## config.mk

```make
export PLATFORM = sky130hd
export DESIGN_NAME = div_32_16
export DESIGN_NICKNAME = d
export VERILOG_FILES = /design/src/rtl/div_32_16.sv
export SDC_FILE = /design/constraint.sdc
export NUM_CORES = 1
export LEC_CHECK = 0
export ABC_AREA = 1
export BUFFER_PORTS_ARGS = -buffer_cell sky130_fd_sc_hd__buf_2
export CAP_MARGIN = 10
export CORE_MARGIN = 4
export CORE_UTILIZATION = 45
export CTS_CLUSTER_DIAMETER = 30
export DETAILED_ROUTE_END_ITERATION = 12
export PLACE_DENSITY_LB_ADDON = 0.2
export REMOVE_ABC_BUFFERS = 1
export SETUP_SLACK_MARGIN = 0.15
export SLEW_MARGIN = 20
export SYNTH_ARGS = -nofsm -noshare
export SYNTH_HDL_FRONTEND = slang
export SYNTH_SLANG_ARGS = --single-unit
```

## constraint.sdc

```tcl
create_clock -name clk -period 2.2 [get_ports clk]
set_input_delay 0.44 -clock clk [delete_from_list [all_inputs] [get_ports clk]]
set_output_delay 0.44 -clock clk [all_outputs]
set_load 0.02 [all_outputs]
```

## src/rtl/div_32_16.sv

```systemverilog
// 32/16 restoring divider, one quotient bit per clock, fixed 33-cycle latency.
// Define DIV_SIGNED_EN for two's-complement operands; default build is unsigned.
module div_32_16 (
   input  logic        clk,
   input  logic        rst,
   input  logic        div_start,
   input  logic [31:0] div_a,
   input  logic [15:0] div_b,
   output logic        div_busy,
   output logic        div_done,
   output logic [31:0] div_quo,
   output logic [15:0] div_rem,
   output logic        div_dz,
   output logic        div_ovf
);

   typedef enum logic [1:0] {IDLE, CALC, FIX} state_t;

   state_t      state_q;
   logic [4:0]  cnt_q;
   logic [31:0] quo_q;
   logic [16:0] rem_q;
   logic [15:0] dvs_q;
   logic [15:0] alo_q;
   logic        dz_q;
   logic        busy_q;
   logic        done_q;
   logic [31:0] res_quo_q;
   logic [15:0] res_rem_q;
   logic        res_dz_q;

   logic [31:0] a_mag_d;
   logic [15:0] b_mag_d;
   logic [17:0] trial_d;
   logic        take_d;
   logic [16:0] rem_d;
   logic [31:0] fquo_d;
   logic [15:0] frem_d;

`ifdef DIV_SIGNED_EN
   logic sa_q, sb_q, ovf_q, res_ovf_q;
   logic ovf_acc_d;

   always_comb begin
      a_mag_d   = div_a[31] ? (~div_a + 32'd1) : div_a;
      b_mag_d   = div_b[15] ? (~div_b + 16'd1) : div_b;
      ovf_acc_d = (div_a == 32'h8000_0000) && (div_b == 16'hFFFF);
   end
`else
   always_comb begin
      a_mag_d = div_a;
      b_mag_d = div_b;
   end
`endif

   // 18-bit trial keeps the full 17-bit partial remainder visible to the compare
   always_comb begin
      trial_d = {rem_q, quo_q[31]};
      take_d  = (trial_d >= {2'b00, dvs_q});
      rem_d   = take_d ? (trial_d[16:0] - {1'b0, dvs_q}) : trial_d[16:0];
      fquo_d  = quo_q;
      frem_d  = rem_q[15:0];
`ifdef DIV_SIGNED_EN
      if (sa_q ^ sb_q) fquo_d = ~quo_q + 32'd1;
      if (sa_q)        frem_d = ~rem_q[15:0] + 16'd1;
`endif
      if (dz_q) begin
         fquo_d = '1;
         frem_d = alo_q;
      end
   end

   always_ff @(posedge clk) begin
      if (rst) begin
         state_q   <= IDLE;
         cnt_q     <= '0;
         quo_q     <= '0;
         rem_q     <= '0;
         dvs_q     <= '0;
         alo_q     <= '0;
         dz_q      <= 1'b0;
         busy_q    <= 1'b0;
         done_q    <= 1'b0;
         res_quo_q <= '0;
         res_rem_q <= '0;
         res_dz_q  <= 1'b0;
`ifdef DIV_SIGNED_EN
         sa_q      <= 1'b0;
         sb_q      <= 1'b0;
         ovf_q     <= 1'b0;
         res_ovf_q <= 1'b0;
`endif
      end else begin
         done_q <= 1'b0;
         case (state_q)
            IDLE: begin
               if (div_start) begin
                  state_q <= CALC;
                  cnt_q   <= '0;
                  quo_q   <= a_mag_d;
                  rem_q   <= '0;
                  dvs_q   <= b_mag_d;
                  alo_q   <= div_a[15:0];
                  dz_q    <= (div_b == 16'h0000);
                  busy_q  <= 1'b1;
`ifdef DIV_SIGNED_EN
                  sa_q    <= div_a[31];
                  sb_q    <= div_b[15];
                  ovf_q   <= ovf_acc_d;
`endif
               end
            end
            CALC: begin
               rem_q <= rem_d;
               quo_q <= {quo_q[30:0], take_d};
               cnt_q <= cnt_q + 5'd1;
               if (cnt_q == 5'd31) state_q <= FIX;
            end
            FIX: begin
               res_quo_q <= fquo_d;
               res_rem_q <= frem_d;
               res_dz_q  <= dz_q;
`ifdef DIV_SIGNED_EN
               res_ovf_q <= ovf_q;
`endif
               done_q    <= 1'b1;
               busy_q    <= 1'b0;
               state_q   <= IDLE;
            end
            default: state_q <= IDLE;
         endcase
      end
   end

   assign div_busy = busy_q;
   assign div_done = done_q;
   assign div_quo  = res_quo_q;
   assign div_rem  = res_rem_q;
   assign div_dz   = res_dz_q;
`ifdef DIV_SIGNED_EN
   assign div_ovf  = res_ovf_q;
`else
   assign div_ovf  = 1'b0;
`endif

endmodule

```

==> qor.yml <==
fin_total_pwr_mw: 12.4
synth_compound_area_share_pct: 16.9
yosysSeqAreaShare_pct: 42.7
cpMaxStageDelayCell: "fa_2"
muxShareOfSynthArea_pct: 0.305
grt_max_degree: 60
cp_max_fo: 6
clk_latency_ns: 0.42
status: "finished, final reports clean"
cp-start-kind: "flip-flop"
crit_path_cell_trace: "inv_1 > fa_2 > inv_2 > nand3_1 > nand3_2 > nand2_4 > nand3_4 > clkbuf_16 > nand2_1 > nand3_1 > a21oi_1"
crit_cells: 11
yosys_warnings: 0
clock-root-buffer: "clkbuf_16"
cp_top_family: "simple AND/OR/NAND/NOR gates"
syn_to_final_growth_pct: 25.2
crit_required_ns: 2.47
vdd_ir_drop_max_mv: 0.905
core_um2: 14100
cts_tree: "built"
finalSetupTns_ns: 0
n_fill_cell: 1355
cts_max_path_buffers: 2
clk_pin_slew_ns: 0.06
clock-sinks: 140
synth_seq_cells: 140
ant_nets: 0
diodes: 0
grt_pass1_vias: 5828
initial_core_util_pct: 46.6
hold_viol: 0
yosys.area_share.simple_pct: 26.4
layout.nets: 1080
cp_num_buf_inv: 3
max_stage_delay_ns: 0.44
hold_depth: 3
cap_violations: 0
fin_hold_ws_ns: 0.308
drt-total-wl_um: 17800
r2r_cells: 11
rsz0062_at_grt: "no"
postSynthAreaPerCell_um2: 7.17
place.gp.congestion: 0.879
grt_usage_pct: 21.1
fmax_ghz: 0.514
setup_viol: 0
synth_top_family_by_area: "simple AND/OR/NAND/NOR gates"
skew_ns: 0.00707
rows: 43
hpwlAfterDp_um: 12400
drive_gt1_share_pct: 21.0
hold_path.class: "input port to flip-flop"
die_h_um: 129
synth_xor_area_share_pct: 1.07
fin_util_pct: 58.3
die_w_um: 129
vias: 6388
drt_iter0_drc: 388
cts-buffers-inserted: 17
drt_pass1_iterations: 5
setup.worst_path.class: "flip-flop to flip-flop"
syn_inst: 917
period_needed_ns: 1.94
antenna_found_initial: 0
drc: 0
die_area_um2: 16600
slew_headroom_pct: 50.0
yosys.area_share.adder_pct: 3.73
viasPerCell: 5.31
final_max_slew_viol_count: 0
syn-cell-area_um2: 6570
pwr_density_cell_nw_per_um2: 1510
fin_crit_sh_pct: 88.4
htreeDepth: 4
place_ws_ns: 0.174
yosys.cell_types.count: 37
io_pins: 103
crit_arrival_ns: 2.21
overflow: 0
p_leak_nw: 3.71
wl_per_cell_um: 14.8
setup_ws_ns: 0.255
portBuffers: 101
ctsHoldBuffers: 0
end_kind: "flip-flop"
crit_path_frequent_cell: "nand3_1"
worst_slew_pin_slew_ns: 0.750
grt_pass1_wl_um: 28300
## power breakdown
part           leakage, nW  internal, mW  total (mW)  switching (mW)
logic                 2.29          2.83        6.51            3.68
clock network        0.277          1.67        2.81            1.14
registers             1.14          2.82        3.11           0.292
total                 3.71          7.31        12.4            5.11
## synthesized netlist by cell type
library cell,n,share of area (%)
nor2_2,1,0.095
inv_1,89,5.1
ha_1,18,3.4
dfxtp_1,140,43
a31oi_1,16,1.5
nor2_4,2,0.34
nand4_4,1,0.32
buf_6,1,0.17
conb_1,1,0.057
a21oi_4,1,0.25
buf_1,2,0.11
mux2i_1,2,0.30
buf_2,7,0.53
a21oi_1,78,5.9
nand3_4,1,0.27
nand4_1,18,1.7
nand3_2,2,0.30
a21oi_2,1,0.13
xnor2_1,6,0.80
buf_4,1,0.11
clkbuf_1,46,2.6
a221oi_1,1,0.13
fa_1,1,0.30
nor2_1,52,3.0
o21bai_1,1,0.11
nand3b_1,4,0.46
xor2_1,2,0.27
nor3_1,6,0.46
o21a_1,1,0.11
a21o_1,1,0.11
nand2_2,3,0.29
nor4_1,3,0.29
nand2_1,232,13
inv_2,4,0.23
a211oi_1,30,3.4
o21ai_0,68,5.2
nand3_1,74,5.6
## what timing repair did
action                                  CTS  global route
endpoints found under the hold margin     0             0
gates resized for setup                   0            40
endpoints found under the setup margin    0            18
buffers inserted                          0             4
## state kept, by name, indices dropped and copies added (netlist names)
register  flops
alo_q        16
cnt_q         5
div_busy      1
div_done      1
div_dz        1
div_quo      32
div_rem      16
dvs_q        16
dz_q          1
quo_q        32
rem_q        17
state_q       2
## logic make-up after synthesis
| kind of cell | after synthesis |
|---|---|
| DFF | 140 |
| AOI/OAI and AO/OA | 198 |
| xor gates and xnor gates | 8 |
| and+or+nand+nor | 399 |
| muxes | 2 |
| adders and majority gates | 19 |
| other | 1 |
| buffers and inverters | 150 |
## placed cells by master (no fill, tap or decap), types with 2 or more instances in the layout
cell type   Yosys  routed
a31oi_1        16      16
nor2_2          1       6
nor2_1         52      46
o21ai_0        68      68
nand3_2         2       3
clkinvlp_4      0       2
a21oi_1        78      73
nand2_4         0       3
xor2_1          2       2
bufinv_16       0       2
inv_2           4       9
a21oi_2         1       6
buf_12          0       8
xnor2_1         6       6
nand3b_1        4       4
nor4_1          3       3
nand3_1        74      73
ha_1           18       5
clkinv_4        0       3
a211oi_1       30      30
nand2_1       232     231
inv_1          89      84
clkinv_2        0       3
nor2_4          2       3
dfxtp_1       140     135
nand4_1        18      18
buf_4           1      20
mux2i_1         2       2
nor3_1          6       5
inv_6           0       3
buf_2           7     101
ha_4            0      13
dfxtp_2         0       5
clkbuf_16       0      18
## tightest hold or removal path, stage by stage
cell,delay (ns)
buf_2,0.10
nand2_1,0.07
a21oi_1,0.06
## metal layers
layer	routed length, um	up-vias	GRT usage, %
li1	-	3230	-
met1	8450	2936	29.3
met2	8110	191	33.5
met3	852	31	3.40
met4	372	0	7.41
met5	0	-	0
## final cells by class
type	instances	area (um^2)	area share [%]
clock buffers	18	429	5.22
inverters	93	349	4.24
clock inverters	13	143	1.73
well taps	180	225	2.74
repair buffers	131	852	10.4
flip-flops and latches	140	2810	34.2
multi-input cells	627	3420	41.5
## metrics by stage
| step | cells | area (um^2) |
|---|---|---|
| after floorplan | 860 | 6340 |
| after global placement | 1166 | 7340 |
| after detailed placement | 1166 | 7340 |
| after CTS | 1197 | 7920 |
| after global routing | 1202 | 8220 |
| final | 1202 | 8220 |
## final timing paths
check / end / slack, ns / startpoint
hold / removal: alo_q[9] / 0.31 / div_a[9]
setup / recovery: rem_q[4] / 0.26 / rem_q[0]
hold reg to reg: alo_q[0] / 0.46 / alo_q[0]
setup reg to reg: rem_q[4] / 0.26 / rem_q[0]
Note: power is estimated with default switching activity, not from simulation.
